[config.mk]
export PLATFORM = sky130hd
export DESIGN_NAME = fetch_queue
export DESIGN_NICKNAME = d
export VERILOG_FILES = /design/src/rtl/fetch_queue.sv
export SDC_FILE = /design/constraint.sdc
export NUM_CORES = 1
export LEC_CHECK = 0
export ABC_CLOCK_PERIOD_IN_PS = 5500
export CAP_MARGIN = 20
export CORE_ASPECT_RATIO = 1.5
export CORE_MARGIN = 2
export CORE_UTILIZATION = 43
export CTS_CLUSTER_DIAMETER = 60
export CTS_CLUSTER_SIZE = 14
export DETAILED_ROUTE_END_ITERATION = 8
export GPL_ROUTABILITY_DRIVEN = 0
export PLACE_DENSITY = 0.68
export SLEW_MARGIN = 20
export SYNTH_ARGS = -nofsm -noshare
export SYNTH_HDL_FRONTEND = slang
export SYNTH_SLANG_ARGS = --single-unit
[constraint.sdc]
create_clock -name Clk -period 5.5 [get_ports Clk]
set_input_delay 1.65 -clock Clk [delete_from_list [all_inputs] [get_ports Clk]]
set_output_delay 1.65 -clock Clk [all_outputs]
set_load 0.005 [all_outputs]
[src/rtl/fetch_queue.sv]
// ---------------------------------------------------------------------------
// fetch_queue
//
// Instruction fetch stage with a small prefetch buffer, sitting between the
// instruction memory and the IF/ID pipeline register.  It walks a sequential
// fetch address, captures each returned instruction together with its PC+4,
// and queues them so that a decode stall does not stop fetching until the
// buffer is full.  A redirect (taken branch or jump) flushes the queue and
// restarts fetching at the target address.
//
// Parameters
//   DEPTH       queue entries, power of 2 and at least 2
//   RESET_PC    fetch address after reset
//
// Ports
//   Clk         clock, all state changes on the rising edge
//   Rst         synchronous active-low reset
//   Stall       decode cannot accept an instruction this cycle
//   Redirect    flush the queue and refetch from RedirectPC
//   RedirectPC  word-aligned branch/jump target
//   ImemAddr    fetch address to instruction memory
//   ImemData    instruction word at ImemAddr (combinational read)
//   OutValid    head entry is valid
//   OutInstr    head instruction, zero (NOP) when the queue is empty
//   OutPCPlus4  head PC+4, zero when the queue is empty
//   Count       number of occupied entries
// ---------------------------------------------------------------------------
module fetch_queue #(
   parameter int          DEPTH    = 4,
   parameter logic [31:0] RESET_PC = 32'h0
) (
   input  logic                         Clk,
   input  logic                         Rst,
   input  logic                         Stall,
   input  logic                         Redirect,
   input  logic [31:0]                  RedirectPC,
   output logic [31:0]                  ImemAddr,
   input  logic [31:0]                  ImemData,
   output logic                         OutValid,
   output logic [31:0]                  OutInstr,
   output logic [31:0]                  OutPCPlus4,
   output logic [$clog2(DEPTH+1)-1:0]   Count
);

   localparam int PW = $clog2(DEPTH);
   localparam int CW = $clog2(DEPTH+1);
   localparam logic [CW-1:0] DEPTH_C = CW'(DEPTH);

   logic [31:0]   fetch_pc_q, fetch_pc_d;
   logic [PW-1:0] rd_ptr_q, rd_ptr_d;
   logic [PW-1:0] wr_ptr_q, wr_ptr_d;
   logic [CW-1:0] count_q, count_d;
   logic [31:0]   buf_instr_q [DEPTH];
   logic [31:0]   buf_instr_d [DEPTH];
   logic [31:0]   buf_pc4_q   [DEPTH];
   logic [31:0]   buf_pc4_d   [DEPTH];

   logic          head_valid;
   logic          pop;
   logic          push;
   logic [31:0]   pc_plus4;

   // Full/empty come only from the occupancy count, so the pointers can be
   // bare log2(DEPTH)-bit values that wrap on their own.
   assign head_valid = (count_q != '0);
   assign pop        = head_valid & ~Stall;
   // A full queue can still accept a new word when the head leaves in the
   // same cycle.
   assign push       = (count_q < DEPTH_C) | pop;
   assign pc_plus4   = fetch_pc_q + 32'd4;

   // Next-state logic.  Redirect wins over push and pop: the word returned
   // for the old stream is dropped, and a head popped in the same cycle is
   // treated as already consumed by decode.
   always_comb begin
      fetch_pc_d = fetch_pc_q;
      rd_ptr_d   = rd_ptr_q;
      wr_ptr_d   = wr_ptr_q;
      count_d    = count_q;
      buf_instr_d = buf_instr_q;
      buf_pc4_d   = buf_pc4_q;

      if (Redirect) begin
         rd_ptr_d   = '0;
         wr_ptr_d   = '0;
         count_d    = '0;
         fetch_pc_d = RedirectPC;
      end else begin
         if (push) begin
            buf_instr_d[wr_ptr_q] = ImemData;
            buf_pc4_d[wr_ptr_q]   = pc_plus4;
            wr_ptr_d              = wr_ptr_q + PW'(1);
            fetch_pc_d            = pc_plus4;
         end
         if (pop) begin
            rd_ptr_d = rd_ptr_q + PW'(1);
         end
         case ({push, pop})
            2'b10:   count_d = count_q + CW'(1);
            2'b01:   count_d = count_q - CW'(1);
            default: count_d = count_q;
         endcase
      end
   end

   // State registers with synchronous active-low reset, which overrides
   // redirect, stall and push alike.
   always_ff @(posedge Clk) begin
      if (!Rst) begin
         fetch_pc_q <= RESET_PC;
         rd_ptr_q   <= '0;
         wr_ptr_q   <= '0;
         count_q    <= '0;
         for (int i = 0; i < DEPTH; i++) begin
            buf_instr_q[i] <= '0;
            buf_pc4_q[i]   <= '0;
         end
      end else begin
         fetch_pc_q  <= fetch_pc_d;
         rd_ptr_q    <= rd_ptr_d;
         wr_ptr_q    <= wr_ptr_d;
         count_q     <= count_d;
         buf_instr_q <= buf_instr_d;
         buf_pc4_q   <= buf_pc4_d;
      end
   end

   // Outputs come purely from registered state, so there is no path from
   // ImemData to the head outputs.
   assign ImemAddr   = fetch_pc_q;
   assign OutValid   = head_valid;
   assign OutInstr   = head_valid ? buf_instr_q[rd_ptr_q] : 32'h0;
   assign OutPCPlus4 = head_valid ? buf_pc4_q[rd_ptr_q]   : 32'h0;
   assign Count      = count_q;

endmodule
==> results.yml <==
clocking:
  clock_latency_ps: 540
  postCtsResizedCells: 0
  clock-sinks: 295
  htreeDepth: 1
  clk_path_buf_depth: 3
  cts_setup_buffers: 0
  clk_pin_slew_worst_paths_ps: 70
  holdBufCountCts: 0
  cts_tree: "yes"
  cts_buffers: 25
  root_buffer: "clkbuf_16"
worst_setup_path:
  endpoint_kind: "output port"
  cp.required_ps: 3850
  critical_path_class: "flop to output port"
  worstPathArrival_ps: 2870
  crit_fanout: 41
  critPathLaunchType: "flop"
place:
  hpwl_um: 25620
  postPlaceCellArea_um2: 15200
  numPortBuffers: 167
cells_and_area:
  final_cell_mix: "nand2_1 (315), dfxtp_1 (293), clkdlybuf4s50_1 (166), a21oi_1 (159), o21ai_0 (108)"
  finalInstanceArea_um2: 15870
  diodes: 0
  synthToLayoutAreaGrowth_pct: 18.75
  drive_gt1_share_pct: 9.057
  layout_commonest_cell: "nand2_1"
  final_nets: 1673
  fin_util_pct: 51.45
yosys:
  syn_area_per_cell_um2: 8.832
  synth_top_family_by_area: "simple AND/OR/NAND/NOR gates"
  ys_ff_latch: 295
  synth_fa_ha_area_share_pct: 0.6554
  yosysSeqAreaShare_pct: 44.19
  syn_nets: 1588
  synthFlopType: "dfxtp_1"
  synth_simple_gate_area_share_pct: 19.59
  synth-compound-area-share_pct: 18.16
  synth_area_um2: 13360
  yosysWarningCount: 0
  synth_cells: 1513
  synthMuxAreaShare_pct: 11.16
  synthDistinctLibCells: 45
  yosys.area_share.xor_xnor_pct: 1.507
  async_flop_share_pct: 0
  synth_edf_count: 0
global_routing:
  grt_pass1_vias: 11230
  grt_pass1_wl_um: 61740
  track_usage_pct: 23.70
  grt_max_degree: 107
  gr-total-overflow: 0
  antenna_found_initial: 0
floorplanning:
  coreArea_um2: 30840
  rows: 79
  die_area_um2: 32530
  die_w_um: 147.9
  fp.dieH_um: 219.9
  start_util_pct: 43.33
  io_pins: 168
run_status:
  status: "finished clean"
route:
  firstDrtPassIters: 5
  drcViolationCount: 0
  wire_per_inst_um: 19.81
  antenna_left: 0
  vias_per_cell: 5.808
  routed_wirelength_um: 39740
  routed-via-count: 11650
  drt_iter0_drc: 1026
min_path:
  worstHoldPathType: "flop to flop"
sta:
  hold_viol_final: 0
  clock.fmax_mhz: 221.0
  setup_viol: 0
  rsz0062_at_grt: "false"
  drv_slew: 0
  skew_ps: 12.23
  whs_ps: 451.6
  timing.slew.headroom_pct: 33.64
  fin_crit_ps: 4524
  finalCritPeriodShare_pct: 82.26
  finalSetupTns_ps: 0
  worst_slew_pin_slew_ps: 986.9
power:
  irDropWorstVdd_uv: 244.3
  finalPower_mw: 4.372
  power_leakage_nw: 5.047
  powerDensity_nw_per_um2: 275.5
run:
  drv_cap: 0
synthesized netlist by cell type (17+ instances only):
master | n | area (µm²)
nand2_1 | 315 | 1182
mux4_2 | 64 | 1441
o31ai_1 | 25 | 187.7
a31oi_1 | 79 | 494.2
o21ai_0 | 108 | 540.5
nor2_1 | 57 | 214.0
buf_2 | 25 | 125.1
a21oi_1 | 159 | 795.8
clkbuf_1 | 87 | 326.6
or4_1 | 17 | 127.6
xnor2_1 | 17 | 148.9
nor2b_1 | 66 | 412.9
a211oi_1 | 45 | 337.8
dfxtp_1 | 295 | 5906
path summary, 6_finish.rpt:
path | slack (ps) | start | cells after the start | endpoint
min reg2reg | 450 | buf_instr_q[68] | 2 | buf_instr_q[68]
max reg2reg | 2660 | ImemAddr[2] | 5 | buf_pc4_q[84]
max | 980 | rd_ptr_q[0] | 4 | OutInstr[31]
min | 450 | buf_instr_q[68] | 2 | buf_instr_q[68]
through the flow:
step	cells	setup WS, ps
floorplan	1513	2290
global placement	1976	1463
detailed placement	1976	1476
CTS	2006	905.6
global route	2006	789.2
finish	2006	975.6
flip-flops by register name (all words and copies together) (netlist names):
name / count
buf_instr_q: 128
buf_pc4_q: 128
ImemAddr: 32
Count: 3
rd_ptr_q: 2
wr_ptr_q: 2
worst max-delay path, stage by stage (launching register included):
cell and delay, ps:
dfxtp_4 870, buf_4 350, mux4_2 510, nor2b_1 140
clkdlybuf4s50_1 450
layer usage:
layer	up-vias	share of wire, %	track usage [%]
met5	-	0	0
met4	0	4.9	11.08
met3	98	5.6	2.692
met2	449	51	43.44
met1	5539	39	27.51
li1	5565	-	-
cell families (layout without fill, tap and decap cells):
group,Yosys count,count (layout)
AOI/OAI and AO/OA,424,424
buffers and inverters,146,234
muxes,69,69
and+or+nand+nor,549,549
adders and majority gates,7,7
DFF,295,295
xor gates and xnor gates,23,23
area by class of cell:
cell class | instances | area [µm²]
clock buffers | 26 | 629.4
clock inverters | 4 | 38.79
fillers | 2970 | 14970
inverters | 12 | 50.05
multi-input cells | 1072 | 6838
flip-flops and latches | 295 | 5913
well taps | 405 | 506.7
repair buffers | 192 | 1892
power breakdown:
group | switching, mW | internal (mW)
registers | 0.0763 | 2.21
logic | 0.255 | 0.228
clock network | 0.781 | 0.817
(Power assumes the default switching activity.)
==> RTL change 1: new RTL, same settings <==
Set the parameter `DEPTH` to 8 (it was 4).
--- a/src/rtl/fetch_queue.sv
+++ b/src/rtl/fetch_queue.sv
@@ -28,3 +28,3 @@
 module fetch_queue #(
-   parameter int          DEPTH    = 4,
+   parameter int          DEPTH    = 8,
    parameter logic [31:0] RESET_PC = 32'h0
Ports: changed (resized Count); port bits go from 168 to 169. No check against the original RTL was run, so the function may have changed too.
==> RTL change 1 against the unedited design <==
Clock skew increased by 0.019 ns; routed wire length grew 75%; via count up 66%; worst setup slack worse by 0.21 ns; total power increased by 80%; final area grew 76%; register-to-register slack got worse by 0.86 ns; sequential cell count is 259 higher; area after synthesis up 84%; sequential share of layout area up 2.6 points; largest cell class unchanged; largest power group unchanged.
==> RTL change 1: results (changes against the unedited design) <==
metric	value	unit	change
Worst Path Arrival	3.09	ns	+0.22 ns
HPWL after detailed placement	41.7	mm	+63%
largest net degree at the start of global routing	168		+57%
global-route wire length before repair	109	mm	+76%
Num CTS Buffers	46		+84%
clock root cell	clkbuf_16		
Net Sw Power	1.92	mW	+73%
most instantiated cells after synthesis	nand2_1 (652), dfxtp_1 (554), a21boi_0 (280)		
aggregate global-route resource usage	23.3	%	-0.37 points
VDD IR max	216	µV	-12%
Cells after Synth	2682		+77%
Fillers	5197		+75%
NumNets Final	2742		+64%
top post-synthesis cells by area	dfxtp_1 (45%), mux4_2 (12%), nand2_1 (10%)		
Initial DRC Count	1296		+26%
initial antenna violation count	2		+2
H-tree levels	2		+1
Critical R2R Capture	buf_pc4_q[148]		
Worst-Margin Slew	1.19	ns	+0.198 ns
WL final	69.7	mm	+75%
vias in the first global route	19600		+75%
r2r startpoint	ImemAddr[2]		
port bufs	168		+0.60%
WHS Endpoint	buf_instr_q[19]		
DR pass1 iterations	6		+1
leak pwr	9.48	nW	+88%
dpl cells	3383		+71%
Critical Path Fanout Max	31		-24%
clk_skew	0.0308	ns	+0.0186 ns
worst skew pair latency	0.59	ns	+0.05 ns
post-synth net total	2756		+74%
share of layout cells above drive strength 1	9.27	%	+0.21 points
Hold Path Origin	buf_instr_q[19]		
Place WS	1.28	ns	-0.195 ns
Unique masters post-synth	47		+4.4%
Final Non-Filler Cells	3439		+71%
CTS Buffer Depth	3		unchanged
Seq/Total Area, Yosys	45.1	%	+0.95 points
Fin Hold WS	0.461	ns	+0.00964 ns
R2R depth	6		+1
outcome	complete, no violations		
Post-Place Cell Area	26600	µm²	+75%
R2R Setup Slk	1.80	ns	-0.86 ns
Via density	5.62		-3.2%
Final WS setup	0.761	ns	-0.215 ns
## RTL change 1: cell count changes after synthesis, moves of 64 or more
cell / change
a21boi_0: +279
a31oi_1: -77
clkbuf_1: +109
o21ai_0: +107
nand2_1: +337
dfxtp_1: +259
mux4_2: +64
## RTL change 1: layout make-up
class                      instances  area (µm²)  area share [%]
multi-input combinational       1859       12400            44.5
sequential                       554       11100            39.8
timing repair buffer             203        2110            7.58
inverter                           4        15.0          0.0539
tap                              763         955            3.43
clock buffer                      52        1220            4.40
clock inverter                     4        45.0           0.162
## RTL change 1: worst max-delay path: stages (launching register included)
cell             delay [ns]
dfxtp_4                0.66
buf_12                 0.33
mux4_2                 0.54
mux2i_1                0.44
nor2_1                 0.07
clkdlybuf4s50_1        0.46
## RTL change 1: worst max-delay path by stage
| stage | startpoint | to | cells after the start |
|---|---|---|---|
| 2_1_floorplan | rd_ptr_q[1] | OutInstr[18] | 5 |
| 3_3_place_gp | Stall | buf_pc4_q[34] | 5 |
| 3_5_place_dp | Stall | buf_pc4_q[34] | 5 |
| 4_1_cts | rd_ptr_q[0] | OutPCPlus4[9] | 5 |
| 5_1_grt | rd_ptr_q[0] | OutPCPlus4[9] | 5 |
| 6_report | rd_ptr_q[0] | OutPCPlus4[9] | 5 |
## RTL change 1: logic make-up after synthesis
logic type / after synthesis / synth area share, %
and+or+nand+nor: 842 / 14.0
other: 1 / 0.0153
buffers and inverters: 269 / 4.70
AOI/OAI and AO/OA: 755 / 19.3
muxes: 194 / 14.4
DFF: 554 / 45.1
xor gates and xnor gates: 61 / 2.17
adders and majority gates: 6 / 0.306
## RTL change 1: power groups by stage
stage / Sequential (mW) / Combinational (mW) / Clock, mW
floorplan: 4.23 / 0.428 / 0
global placement: 4.25 / 0.688 / 0
detailed placement: 4.26 / 0.703 / 0
CTS: 4.17 / 0.706 / 3.09
global route: 4.18 / 0.756 / 3.22
finish: 4.17 / 0.697 / 3.02
## RTL change 1: per-layer routing
layer	track usage, %	wire length [µm]
met5	0	27
met4	10.2	2860
met3	2.63	3510
met2	43.1	36600
met1	26.6	26600
==> RTL change 2: new RTL, same flow settings <==
Made on the original files. Reset style: asynchronous (`Rst`), changed in one clocked block. Comments in the files are not updated.
--- a/src/rtl/fetch_queue.sv
+++ b/src/rtl/fetch_queue.sv
@@ -107,3 +107,3 @@
    // redirect, stall and push alike.
-   always_ff @(posedge Clk) begin
+   always_ff @(posedge Clk or negedge Rst) begin
       if (!Rst) begin
Check against the original RTL: differs if Rst is asserted again (counterexample within 4 cycles, from zero or initial values and one cycle with Rst low); with Rst held inactive, the same outputs for 4 cycles.
==> RTL change 2 against the unedited design <==
Count of clock-buffer cells in the layout up 5; area after synthesis up 6.7%; via count shrank 5.1%; fmax is 5.6% lower; routed wire length shrank 5.5%; sequential cell count did not move; first-iteration DRC count is 39% lower; sequential share of layout area up 6.5 points; final area increased by 6.3%; worst setup slack worse by 0.27 ns.
Power is not compared: it rests on default switching activity, and its combinational part moved more than twofold at a synthesized area within 25%.
==> RTL change 2: results (changes against the unedited design) <==
metric	value	unit	change
outcome	complete, no violations		
Critical Path Sink	OutInstr[13]		
global-route wire length before repair	60.6	mm	-1.9%
Clock transition at path regs	0.07	ns	about the same
aggregate global-route resource usage	21.8	%	-1.9 points
multiplexer share of the synthesized area	10.4	%	-0.75 points
R2R depth	5		unchanged
Non-clock buffers	187		-2.6%
HPWL after detailed placement	24.6	mm	-4.1%
# clk buffers	31		+19%
Logic inverters	8		-4
adder-cell share of the synthesized area	0.614	%	-0.041 points
Layout non-clock buf frac	11.2	%	-0.72 points
Max stage delay on crit path	1.02	ns	+0.15 ns
largest net degree at the start of global routing	124		+16%
WL met1	15.5	mm	+0.93%
Critical R2R Capture	buf_pc4_q[28]		
share of layout cells above drive strength 1	8.45	%	-0.61 points
Hold Path Origin	buf_instr_q[1]		
Worst path slowest cell	dfrtp_4		
clk_skew	0.0140	ns	+0.00178 ns
R2R Setup Slk	2.73	ns	+0.07 ns
grt met1 use	27.7	%	+0.21 points
Hold Path Stages	2		unchanged
multi-input combinational gate total	1064		-0.75%
most instantiated cells after synthesis	nand2_1 (525), dfrtp_1 (295), clkbuf_1 (93)		
Seq cells post-synth	295		unchanged
Initial DRC Count	630		-39%
M3 GR Usage	2.30	%	-0.39 points
footprint of the multi-input gates	6370	µm²	-6.9%
GR Util met2	38.7	%	-4.7 points
xor/xnor share of the synthesized area	1.78	%	+0.27 points
top_reg_cell synth	dfrtp_1		
top post-synthesis cells by area	dfrtp_1 (52%), nand2_1 (14%), mux4_2 (10%)		
register area	7390	µm²	+25%
Fillers	2980		+0.34%
DR pass1 iterations	5		unchanged
post-synth net total	1561		-1.7%
Worst-Margin Slew	0.951	ns	-0.0363 ns
CTS resizes	0		unchanged
Via density	5.53		-4.8%
WL met3	1.77	mm	-21%
ClkCell Share	4.01	%	-0.20 points
NumNets Final	1656		-1.0%
Worst Setup SP	rd_ptr_q[0]		
vias in the first global route	11200		+0.062%
met2 wire length	19.1	mm	-5.6%
async set or reset register ratio after synthesis	100	%	+100 points
Worst Path Arrival	3.14	ns	+0.27 ns
r2r startpoint	ImemAddr[2]		
compound-gate portion of the synthesized area	7.72	%	-10 points
Critical Path Fanout Max	43		+4.9%
WHS Endpoint	buf_instr_q[1]		
Seq/Total Area, Yosys	51.8	%	+7.6 points
port bufs	167		unchanged
WL/cell	18.8	µm	-5.3%
==> RTL change 2: cell count changes in the layout (fill, tap and decap cells not counted), moves of 6 or more <==
cell / before / now
nor2_1: 57 / 76
nor3_1: 4 / 10
buf_4: 22 / 15
a31oi_1: 79 / 66
nand2_1: 315 / 521
or4_4: 10 / 3
a211oi_1: 45 / 0
dfrtp_1: 0 / 293
dfxtp_1: 293 / 0
a21oi_1: 159 / 5
o31ai_1: 25 / 18
o21ai_0: 108 / 84
==> RTL change 2: metrics by stage <==
step	hold slack (ns)	setup WS (ns)	util, %	cells	instance area (µm²)
6_report	0.471	0.706	51.7	2001	16900
2_1_floorplan	0.440	2.17	-	1486	14300
5_1_grt	0.491	0.499	51.7	2001	16900
3_5_place_dp	0.457	1.18	49.6	1969	16200
4_1_cts	0.474	0.611	51.7	2001	16900
3_3_place_gp	0.453	1.19	49.6	1969	16200
